[config.mk]
export PLATFORM = sky130hd
export DESIGN_NAME = threshold_event_detector_flat
export DESIGN_NICKNAME = d
export VERILOG_FILES = /design/src/rtl/threshold_event_detector_if.sv /design/src/rtl/threshold_event_detector.sv /design/src/flat_wrapper.sv
export SDC_FILE = /design/constraint.sdc
export NUM_CORES = 1
export LEC_CHECK = 0
export ABC_AREA = 1
export BUFFER_PORTS_ARGS = -buffer_cell sky130_fd_sc_hd__buf_2
export CAP_MARGIN = 20
export CORE_MARGIN = 2
export CORE_UTILIZATION = 25
export DETAILED_ROUTE_END_ITERATION = 16
export GPL_TIMING_DRIVEN = 0
export SYNTH_ARGS = -nofsm -noshare
export SYNTH_HDL_FRONTEND = slang
export SYNTH_SLANG_ARGS = --single-unit
[constraint.sdc]
create_clock -name clk -period 2.7 [get_ports clk]
set_clock_uncertainty 0.15 [all_clocks]
set_input_delay 0 -clock clk [delete_from_list [all_inputs] [get_ports clk]]
set_output_delay 0 -clock clk [all_outputs]
set_load 0.005 [all_outputs]
[src/rtl/threshold_event_detector_if.sv]
// Stream/control bundle between a sample producer and threshold_event_detector.
// The thr_lo_* members exist only when HYST_EN is defined.
interface threshold_event_detector_if #(
  parameter int WIDTH = 4,
  parameter int CNT_W = 8
);
  logic             in_valid;
  logic [WIDTH-1:0] in_data;
  logic             thr_we;
  logic [WIDTH-1:0] thr_data;
  logic             clr_cnt;
`ifdef HYST_EN
  logic             thr_lo_we;
  logic [WIDTH-1:0] thr_lo_data;
`endif
  logic             gt_q;
  logic             lt_q;
  logic             eq_q;
  logic             above;
  logic             rise;
  logic             fall;
  logic [CNT_W-1:0] evt_cnt;

  modport master (
    output in_valid, in_data, thr_we, thr_data, clr_cnt,
`ifdef HYST_EN
    output thr_lo_we, thr_lo_data,
`endif
    input  gt_q, lt_q, eq_q, above, rise, fall, evt_cnt
  );

  modport slave (
    input  in_valid, in_data, thr_we, thr_data, clr_cnt,
`ifdef HYST_EN
    input  thr_lo_we, thr_lo_data,
`endif
    output gt_q, lt_q, eq_q, above, rise, fall, evt_cnt
  );
endinterface

[src/rtl/threshold_event_detector.sv]
// Registers compare flags per valid sample and debounces "sample > threshold" with a
// persistence FSM, rise/fall pulses and a saturating rise counter. Optional macro: HYST_EN.
module threshold_event_detector #(
  parameter int WIDTH   = 4,
  parameter int PERSIST = 3,
  parameter int CNT_W   = 8
) (
  input logic                      clk,
  input logic                      rst,
  threshold_event_detector_if.slave bus
);

  localparam int RUN_W = $clog2(PERSIST + 1);
  localparam logic [RUN_W-1:0] RUN_MAX = RUN_W'(PERSIST);
  localparam logic [RUN_W-1:0] RUN_ONE = RUN_W'(1);
  localparam logic [CNT_W-1:0] CNT_SAT = {CNT_W{1'b1}};

  typedef enum logic [1:0] {
    BELOW  = 2'd0,
    ARM    = 2'd1,
    ABOVE  = 2'd2,
    DISARM = 2'd3
  } state_t;

  state_t           state_q;
  state_t           state_d;
  logic [RUN_W-1:0] run_q;
  logic [RUN_W-1:0] run_d;
  logic [RUN_W-1:0] run_inc;
  logic [WIDTH-1:0] thr;
  logic             gt;
  logic             lt;
  logic             eq;
  logic             entry_cond;
  logic             exit_cond;
  logic             gt_r;
  logic             lt_r;
  logic             eq_r;
  logic             rise_d;
  logic             fall_d;
  logic             rise_r;
  logic             fall_r;
  logic [CNT_W-1:0] cnt_r;

  always_ff @(posedge clk) begin
    if (rst) begin
      thr <= '0;
    end else if (bus.thr_we) begin
      thr <= bus.thr_data;
    end
  end

  assign gt         = bus.in_data > thr;
  assign lt         = bus.in_data < thr;
  assign eq         = bus.in_data == thr;
  assign entry_cond = gt;

`ifdef HYST_EN
  logic [WIDTH-1:0] thr_lo;

  always_ff @(posedge clk) begin
    if (rst) begin
      thr_lo <= '0;
    end else if (bus.thr_lo_we) begin
      thr_lo <= bus.thr_lo_data;
    end
  end

  // Strict lower threshold; thr_lo above thr is allowed and simply makes exit easier.
  assign exit_cond = bus.in_data < thr_lo;
`else
  assign exit_cond = lt | eq;
`endif

  always_ff @(posedge clk) begin
    if (rst) begin
      gt_r <= 1'b0;
      lt_r <= 1'b0;
      eq_r <= 1'b0;
    end else if (bus.in_valid) begin
      gt_r <= gt;
      lt_r <= lt;
      eq_r <= eq;
    end
  end

  always_ff @(posedge clk) begin
    if (rst) begin
      state_q <= BELOW;
      run_q   <= '0;
    end else begin
      state_q <= state_d;
      run_q   <= run_d;
    end
  end

  assign run_inc = run_q + RUN_ONE;

  // Only valid samples advance the FSM; idle cycles hold both state and run length.
  always_comb begin
    state_d = state_q;
    run_d   = run_q;
    rise_d  = 1'b0;
    fall_d  = 1'b0;
    if (bus.in_valid) begin
      case (state_q)
        BELOW: begin
          if (entry_cond) begin
            if (PERSIST == 1) begin
              state_d = ABOVE;
              run_d   = '0;
              rise_d  = 1'b1;
            end else begin
              state_d = ARM;
              run_d   = RUN_ONE;
            end
          end
        end
        ARM: begin
          if (entry_cond) begin
            if (run_inc == RUN_MAX) begin
              state_d = ABOVE;
              run_d   = '0;
              rise_d  = 1'b1;
            end else begin
              run_d = run_inc;
            end
          end else begin
            state_d = BELOW;
            run_d   = '0;
          end
        end
        ABOVE: begin
          if (exit_cond) begin
            if (PERSIST == 1) begin
              state_d = BELOW;
              run_d   = '0;
              fall_d  = 1'b1;
            end else begin
              state_d = DISARM;
              run_d   = RUN_ONE;
            end
          end
        end
        DISARM: begin
          if (exit_cond) begin
            if (run_inc == RUN_MAX) begin
              state_d = BELOW;
              run_d   = '0;
              fall_d  = 1'b1;
            end else begin
              run_d = run_inc;
            end
          end else begin
            state_d = ABOVE;
            run_d   = '0;
          end
        end
        default: begin
          state_d = BELOW;
          run_d   = '0;
        end
      endcase
    end
  end

  always_ff @(posedge clk) begin
    if (rst) begin
      rise_r <= 1'b0;
      fall_r <= 1'b0;
    end else begin
      rise_r <= rise_d;
      fall_r <= fall_d;
    end
  end

  // Counter updates on the same edge that raises 'rise', so both become visible together.
  always_ff @(posedge clk) begin
    if (rst) begin
      cnt_r <= '0;
    end else if (bus.clr_cnt) begin
      cnt_r <= rise_d ? {{(CNT_W-1){1'b0}}, 1'b1} : '0;
    end else if (rise_d && (cnt_r != CNT_SAT)) begin
      cnt_r <= cnt_r + {{(CNT_W-1){1'b0}}, 1'b1};
    end
  end

  assign bus.gt_q    = gt_r;
  assign bus.lt_q    = lt_r;
  assign bus.eq_q    = eq_r;
  assign bus.above   = (state_q == ABOVE) || (state_q == DISARM);
  assign bus.rise    = rise_r;
  assign bus.fall    = fall_r;
  assign bus.evt_cnt = cnt_r;

endmodule

[src/flat_wrapper.sv]
// flat-port wrapper written by rule: the top's interface ports become plain ports
module threshold_event_detector_flat 
#(
  parameter int WIDTH   = 4,
  parameter int PERSIST = 3,
  parameter int CNT_W   = 8
)
  (clk, rst, bus_in_valid, bus_in_data, bus_thr_we, bus_thr_data, bus_clr_cnt, bus_gt_q, bus_lt_q, bus_eq_q, bus_above, bus_rise, bus_fall, bus_evt_cnt);
  threshold_event_detector_if #(.WIDTH(WIDTH), .CNT_W(CNT_W)) bus_i ();
  input logic clk;
  input logic rst;
  input wire logic [$bits(bus_i.in_valid)-1:0] bus_in_valid;
  input wire logic [$bits(bus_i.in_data)-1:0] bus_in_data;
  input wire logic [$bits(bus_i.thr_we)-1:0] bus_thr_we;
  input wire logic [$bits(bus_i.thr_data)-1:0] bus_thr_data;
  input wire logic [$bits(bus_i.clr_cnt)-1:0] bus_clr_cnt;
  output wire logic [$bits(bus_i.gt_q)-1:0] bus_gt_q;
  output wire logic [$bits(bus_i.lt_q)-1:0] bus_lt_q;
  output wire logic [$bits(bus_i.eq_q)-1:0] bus_eq_q;
  output wire logic [$bits(bus_i.above)-1:0] bus_above;
  output wire logic [$bits(bus_i.rise)-1:0] bus_rise;
  output wire logic [$bits(bus_i.fall)-1:0] bus_fall;
  output wire logic [$bits(bus_i.evt_cnt)-1:0] bus_evt_cnt;
  assign bus_i.in_valid = bus_in_valid;
  assign bus_i.in_data = bus_in_data;
  assign bus_i.thr_we = bus_thr_we;
  assign bus_i.thr_data = bus_thr_data;
  assign bus_i.clr_cnt = bus_clr_cnt;
  assign bus_gt_q = bus_i.gt_q;
  assign bus_lt_q = bus_i.lt_q;
  assign bus_eq_q = bus_i.eq_q;
  assign bus_above = bus_i.above;
  assign bus_rise = bus_i.rise;
  assign bus_fall = bus_i.fall;
  assign bus_evt_cnt = bus_i.evt_cnt;
  threshold_event_detector #(.WIDTH(WIDTH), .PERSIST(PERSIST), .CNT_W(CNT_W)) u_core (.clk(clk), .rst(rst), .bus(bus_i));
endmodule
* Word level (Yosys, flattened, before mapping)
Cells that the tools add are included.
** Storage, ports and cells
- Bits in registers :: 21
- Logic and storage cells :: 53
- Bits in latches :: 0
- Memory bits (writable) :: 0
- Memories :: 0
- ROM bits :: 0
** Operators by class
- Reduce and logical (&&, ||, !) cells :: 7
- $lt $le $gt $ge :: 2
- Equal/unequal tests :: 10
- Bitwise gates (word level) :: 4
- $add $sub $neg :: 2
- Div/mod/pow operators :: 0
- Shifts and indexed selects :: 0
- Multipliers :: 0
- Mux-type cells :: 19
** Operators with widths (number)
- 2-bit two-way mux :: 10
- 8-bit two-way mux :: 2
- 2-bit case mux with 4 select lines :: 2
- 8-bit by 1-bit adder with 8-bit output, second input constant :: 1
- 8-bit inequality test, second input constant :: 1
- 2-bit equality test, second input constant :: 3
- 3-bit inequality test, second input constant :: 2
- 1-bit two-way mux :: 5
- 5-bit AND reduction :: 1
- 4-bit equality test :: 1
- 4-bit > comparator :: 1
- 4-bit less-than comparator :: 1
- 2-bit by 1-bit inequality test with 1-bit output, second input constant :: 2
- 4-bit OR reduction :: 1
- 1-bit NOT :: 3
- 3-bit AND reduction :: 1
- 2-bit by 1-bit adder with 2-bit output, second input constant :: 1
- 2-bit by 1-bit equality test with 1-bit output, second input constant :: 1
- 2-bit zero test :: 1
- 2-bit nonzero test :: 1
- 1-bit logical AND :: 1
- 1-bit logical OR :: 1
- 1-bit OR :: 1

* Logic depth before layout (Yosys ltp)
- Word-level depth :: 9
- Gate-level depth with buffers :: 14
- Gate-level depth less buffers :: 14

* Worst setup path before layout
OpenSTA, ideal clock, no wires.
- Kind :: register to register
- From :: reg u_core.thr[3]
- To :: reg u_core.state_q[0]
- Slack :: 1.051 ns
- Buffers on the path :: 0
- Data required time :: 2.435 ns
- Library setup time :: 0.115 ns
- Arrival time :: 1.384 ns
- Cell stages (with the launch flop) :: 14
- Cells stage by stage :: dfxtp_1 > inv_1 > ha_1 > nand2_1 > inv_2 > nand2_1 > nand2_1 > nand2_1 > nand2_1 > nand2_1 > nor2_2 > nand3_1 > nand2_1 > nor2_1
** Between the ends
- Cells in the longest elaborated chain, start to end :: 4
- Elaborated cells between the ends (all ways) :: 12
- Those cells by class :: 2 x order compare; 5 x eq/ne; 3 x mux; 1 x bitwise; 1 x reduce/logical
** RTL lines
- start: declaration :: line threshold_event_detector.sv:30 : logic [WIDTH-1:0] thr;
- start signal: assignment :: line threshold_event_detector.sv:49 : thr <= bus.thr_data;
- 4-bit less-than comparator / 4-bit equality test (equally long branches) :: line threshold_event_detector.sv:54, threshold_event_detector.sv:55
- 1-bit OR :: line threshold_event_detector.sv:72 : assign exit_cond = lt | eq;
- 3-bit inequality test (no source line), or another cell as far along
- 5-bit AND reduction (no source line) / 2-bit case mux with 4 select lines (equally long branches)
- end signal: assignment :: line threshold_event_detector.sv:92 : state_q <= state_d;
- end: declaration :: line threshold_event_detector.sv:25 : state_t state_q;
Several ways; a longest one is shown, not always the timed one.
A chain may end at the register's enable or synchronous reset.

* Worst setup path in the final report
- From :: reg u_core.thr[3]
- To :: reg u_core.cnt_r[5] (netlist: u_core.bus.evt_cnt[5])
** Between the ends
- Cells in the longest elaborated chain, start to end :: 6
** RTL lines
- 4-bit > comparator :: line threshold_event_detector.sv:53 : assign gt = bus.in_data > thr;
- 1-bit two-way mux :: line threshold_event_detector.sv:120 : if (entry_cond) begin
- 1-bit two-way mux :: line threshold_event_detector.sv:106 : case (state_q)
- 1-bit two-way mux :: line threshold_event_detector.sv:105 : if (bus.in_valid) begin
- 1-bit logical AND :: line threshold_event_detector.sv:183 : end else if (rise_d && (cnt_r != CNT_SAT)) begin
- 2-bit nonzero test (no source line)
- end signal: assignment :: line threshold_event_detector.sv:182 : cnt_r <= rise_d ? {{(CNT_W-1){1'b0}}, 1'b1} : '0;
- end signal: assignment :: line threshold_event_detector.sv:184 : cnt_r <= cnt_r + {{(CNT_W-1){1'b0}}, 1'b1};
- end: declaration :: line threshold_event_detector.sv:43 : logic [CNT_W-1:0] cnt_r;
Every way passes these cells.

==> flow_metrics.tcl <==
set metrics [dict create \
    grt_pass1_wl_um 4110 \
    path_cells "inv_1 -> ha_1 -> nand2_1 -> inv_2 -> nand3_1 -> nand3_2 -> nor2_2 -> buf_6 -> nand3_1 -> a21oi_1 -> dlygate4sd3_1" \
    slew_headroom_pct 72.3 \
    synth_top_flop_cell "dfxtp_1" \
    yosysMostFrequentCell "nand2_1" \
    routed_wl_um 2350 \
    drtAntennaViolNets 0 \
    htreeDepth 1 \
    syn_area_per_cell_um2 6.97 \
    p_leak_nw 0.698 \
    grt_use_met1_pct 12.4 \
    synth.top_cell.area_share_pct 38.9 \
    hp-class "in2reg" \
    outcome "finished clean" \
    seq_area_um2 420 \
    final_util_pct 35.3 \
    ys_seq_area_share_pct 38.9 \
    reg2reg_slack_ns 0.41 \
    vias 1064 \
    grt_pass1_vias 976 \
    track_usage_pct 10.4 \
    cts_tree "done" \
    ys_ff_latch 21 \
    cts_buffers 3 \
    ios 27 \
    clk_latency_ns 0.26 \
    yosysUniqueCellTypes 21 \
    cts-root-buf "clkbuf_8" \
    rsz0062_at_grt "no" \
    synth_edf_count 0 \
    post-cts-setup-buffers 0 \
    netlist_top_cells_count "nand2_1 (26), inv_1 (24), dfxtp_1 (21)" \
    cp-end-kind "flip-flop" \
    core_mm2 0.00409 \
    grt_antenna_before_repair 0 \
    antennaDiodeCount 0 \
    cts_buffer_depth 2 \
    synth_fp_nets 173 \
    required_ns 2.76 \
    layout.cells.non_filler 247 \
    fin_crit_sh_pct 84.9 \
    grt_overflow 0 \
    max_stage_delay_ns 0.55 \
    area.growth.synth_to_final_pct 33.6 \
    clock_sinks 21 \
    setup_violations 0 \
    initial_utilization_pct 26.4 \
    die_area_mm2 0.00486 \
    via_per_inst 4.31 \
    crit_path_top_delay_cell "dlygate4sd3_1" \
    drc 0 \
    yosysWarnings 0 \
    crit_arrival_ns 2.36 \
    drt_iter0_markers 41 \
    setup_tns_ns 0 \
    max_freq_ghz 0.436 \
    grt_max_degree 12 \
    fp-row-count 23 \
    first_pass_iters 4 \
    gp_congestion 0.821 \
    min_period_ns 2.29 \
    use_met3_pct 3.78 \
    holdWs_ns 0.0722 \
    critPathMaxFanout 10 \
    p_per_area_mw_per_mm2 461 \
    async_flop_share_pct 0 \
    ctsResizeCount 0 \
    grt_most_used_layer "met2" \
    die-width_um 69.7 \
    maxCapViolCount 0 \
    nFillCells 443 \
    port_buffers 25 \
    layout.nets 216 \
    path_clk_slew_ns 0.08 \
    worst-slew-pin-transition_ns 0.415 \
    finalHoldViolCount 0 \
    critical_path_class "reg2reg" \
    path_common_cell "nand3_1" \
    slew_viol_final 0 \
    netlist_top_cells_area "dfxtp_1 (39%), nand2_1 (9.0%), inv_1 (8.3%), a21oi_1 (7.4%), nor2_1 (7.0%)" \
    dieHeight_um 69.7 \
    multiInputGateArea_um2 537 \
    wl_per_cell_um 9.50 \
    grt_use_met2_pct 16.9 \
    cp-start-kind "flip-flop" \
    hpwl_um 1710 \
    postSynthCellCount 155 \
    synth_largest_area_cell "dfxtp_1" \
    ir_worst_vdd_mv 0.238 \
    dp_cells 230 \
    drive_gt1_share_pct 19.8 \
    syn-cell-area_mm2 0.00108 \
]
-- path summary, 6_finish.rpt --
path,start,endpoint,cells after the start
setup / recovery,u_core.thr[3],u_core.bus.evt_cnt[5],11
hold / removal,bus_in_data[3],u_core.bus.lt_q,5
setup reg to reg,u_core.thr[3],u_core.bus.evt_cnt[5],11
hold reg to reg,u_core.run_q[1],u_core.run_q[1],2
-- kinds of logic (layout without fill, tap and decap cells) --
family	after synthesis	in the layout	synth area share [%]
adder cells (fa/ha/maj)	5	5	5.79
AND/OR/NAND/NOR	68	68	28.4
buffers and inverters	30	72	11.4
AO/OA/AOI/OAI	29	29	13.9
flip-flops	21	21	38.9
XOR/XNOR	2	2	1.62
-- registers in the layout (all words and copies together), names as in the netlist, named ones only --
register / flops
u_core.bus.gt_q: 1
u_core.run_q: 2
u_core.bus.rise: 1
u_core.thr: 4
u_core.bus.eq_q: 1
u_core.bus.fall: 1
u_core.state_q: 1
u_core.bus.evt_cnt: 8
u_core.bus.lt_q: 1
-- final cells by class --
class / count / share of cell area [%]
Buffer: 5 / 1.99
Inverter: 25 / 6.50
Timing Repair Buffer: 38 / 17.7
Clock buffer: 4 / 3.12
Tap cell: 50 / 4.34
Sequential cell: 21 / 29.1
Multi-Input combinational cell: 104 / 37.2
-- cells in the final DEF (no fill, tap or decap), types with 2 or more instances in the layout --
cell type | synthesis | final
a21oi_1 | 16 | 16
buf_2 | 2 | 27
clkbuf_1 | 2 | 3
clkbuf_8 | 0 | 3
dfxtp_1 | 21 | 21
dlygate4sd3_1 | 0 | 13
ha_1 | 5 | 5
inv_1 | 24 | 24
nand2_1 | 26 | 26
nand3_1 | 13 | 13
nand3_2 | 2 | 2
nor2_1 | 20 | 20
nor2_2 | 3 | 3
o21ai_0 | 11 | 11
xor2_1 | 2 | 2
-- power breakdown --
group	switching (W)	total, W	internal, W
sequential	0.00000855	0.000334	0.000326
combinational	0.0000686	0.000121	0.0000524
clock	0.000105	0.000211	0.000105
-- layer usage --
metal / up-vias / part of all wire (%)
met4: 0 / 1.5
met1: 455 / 49
met3: 5 / 6.3
met5: - / 0
met2: 25 / 43
li1: 579 / -
-- through the flow --
step | setup slack, ns | power, W | cell area (um^2)
global route | 0.234 | 0.000707 | 1440
floorplan | 1.05 | 0.000416 | 1080
global placement | 0.865 | 0.000446 | 1270
CTS | 0.409 | 0.000679 | 1440
finish | 0.407 | 0.000666 | 1440
detailed placement | 0.851 | 0.000448 | 1270
-- timing repair --
item	in CTS	in global routing
hold endpoints to repair	18	0
hold buffers	13	0
endpoints found under the setup margin	0	0
-- worst max-delay path: cells and delay by family, from the launching register on --
| kind | cells | cell delay, ns |
|---|---|---|
| AO/OA/AOI/OAI | 1 | 0.14 |
| flip-flops | 1 | 0.31 |
| buffers and inverters | 4 | 0.79 |
| AND/OR/NAND/NOR | 5 | 0.59 |
| adder cells (fa/ha/maj) | 1 | 0.28 |
(Power assumes the default switching activity.)
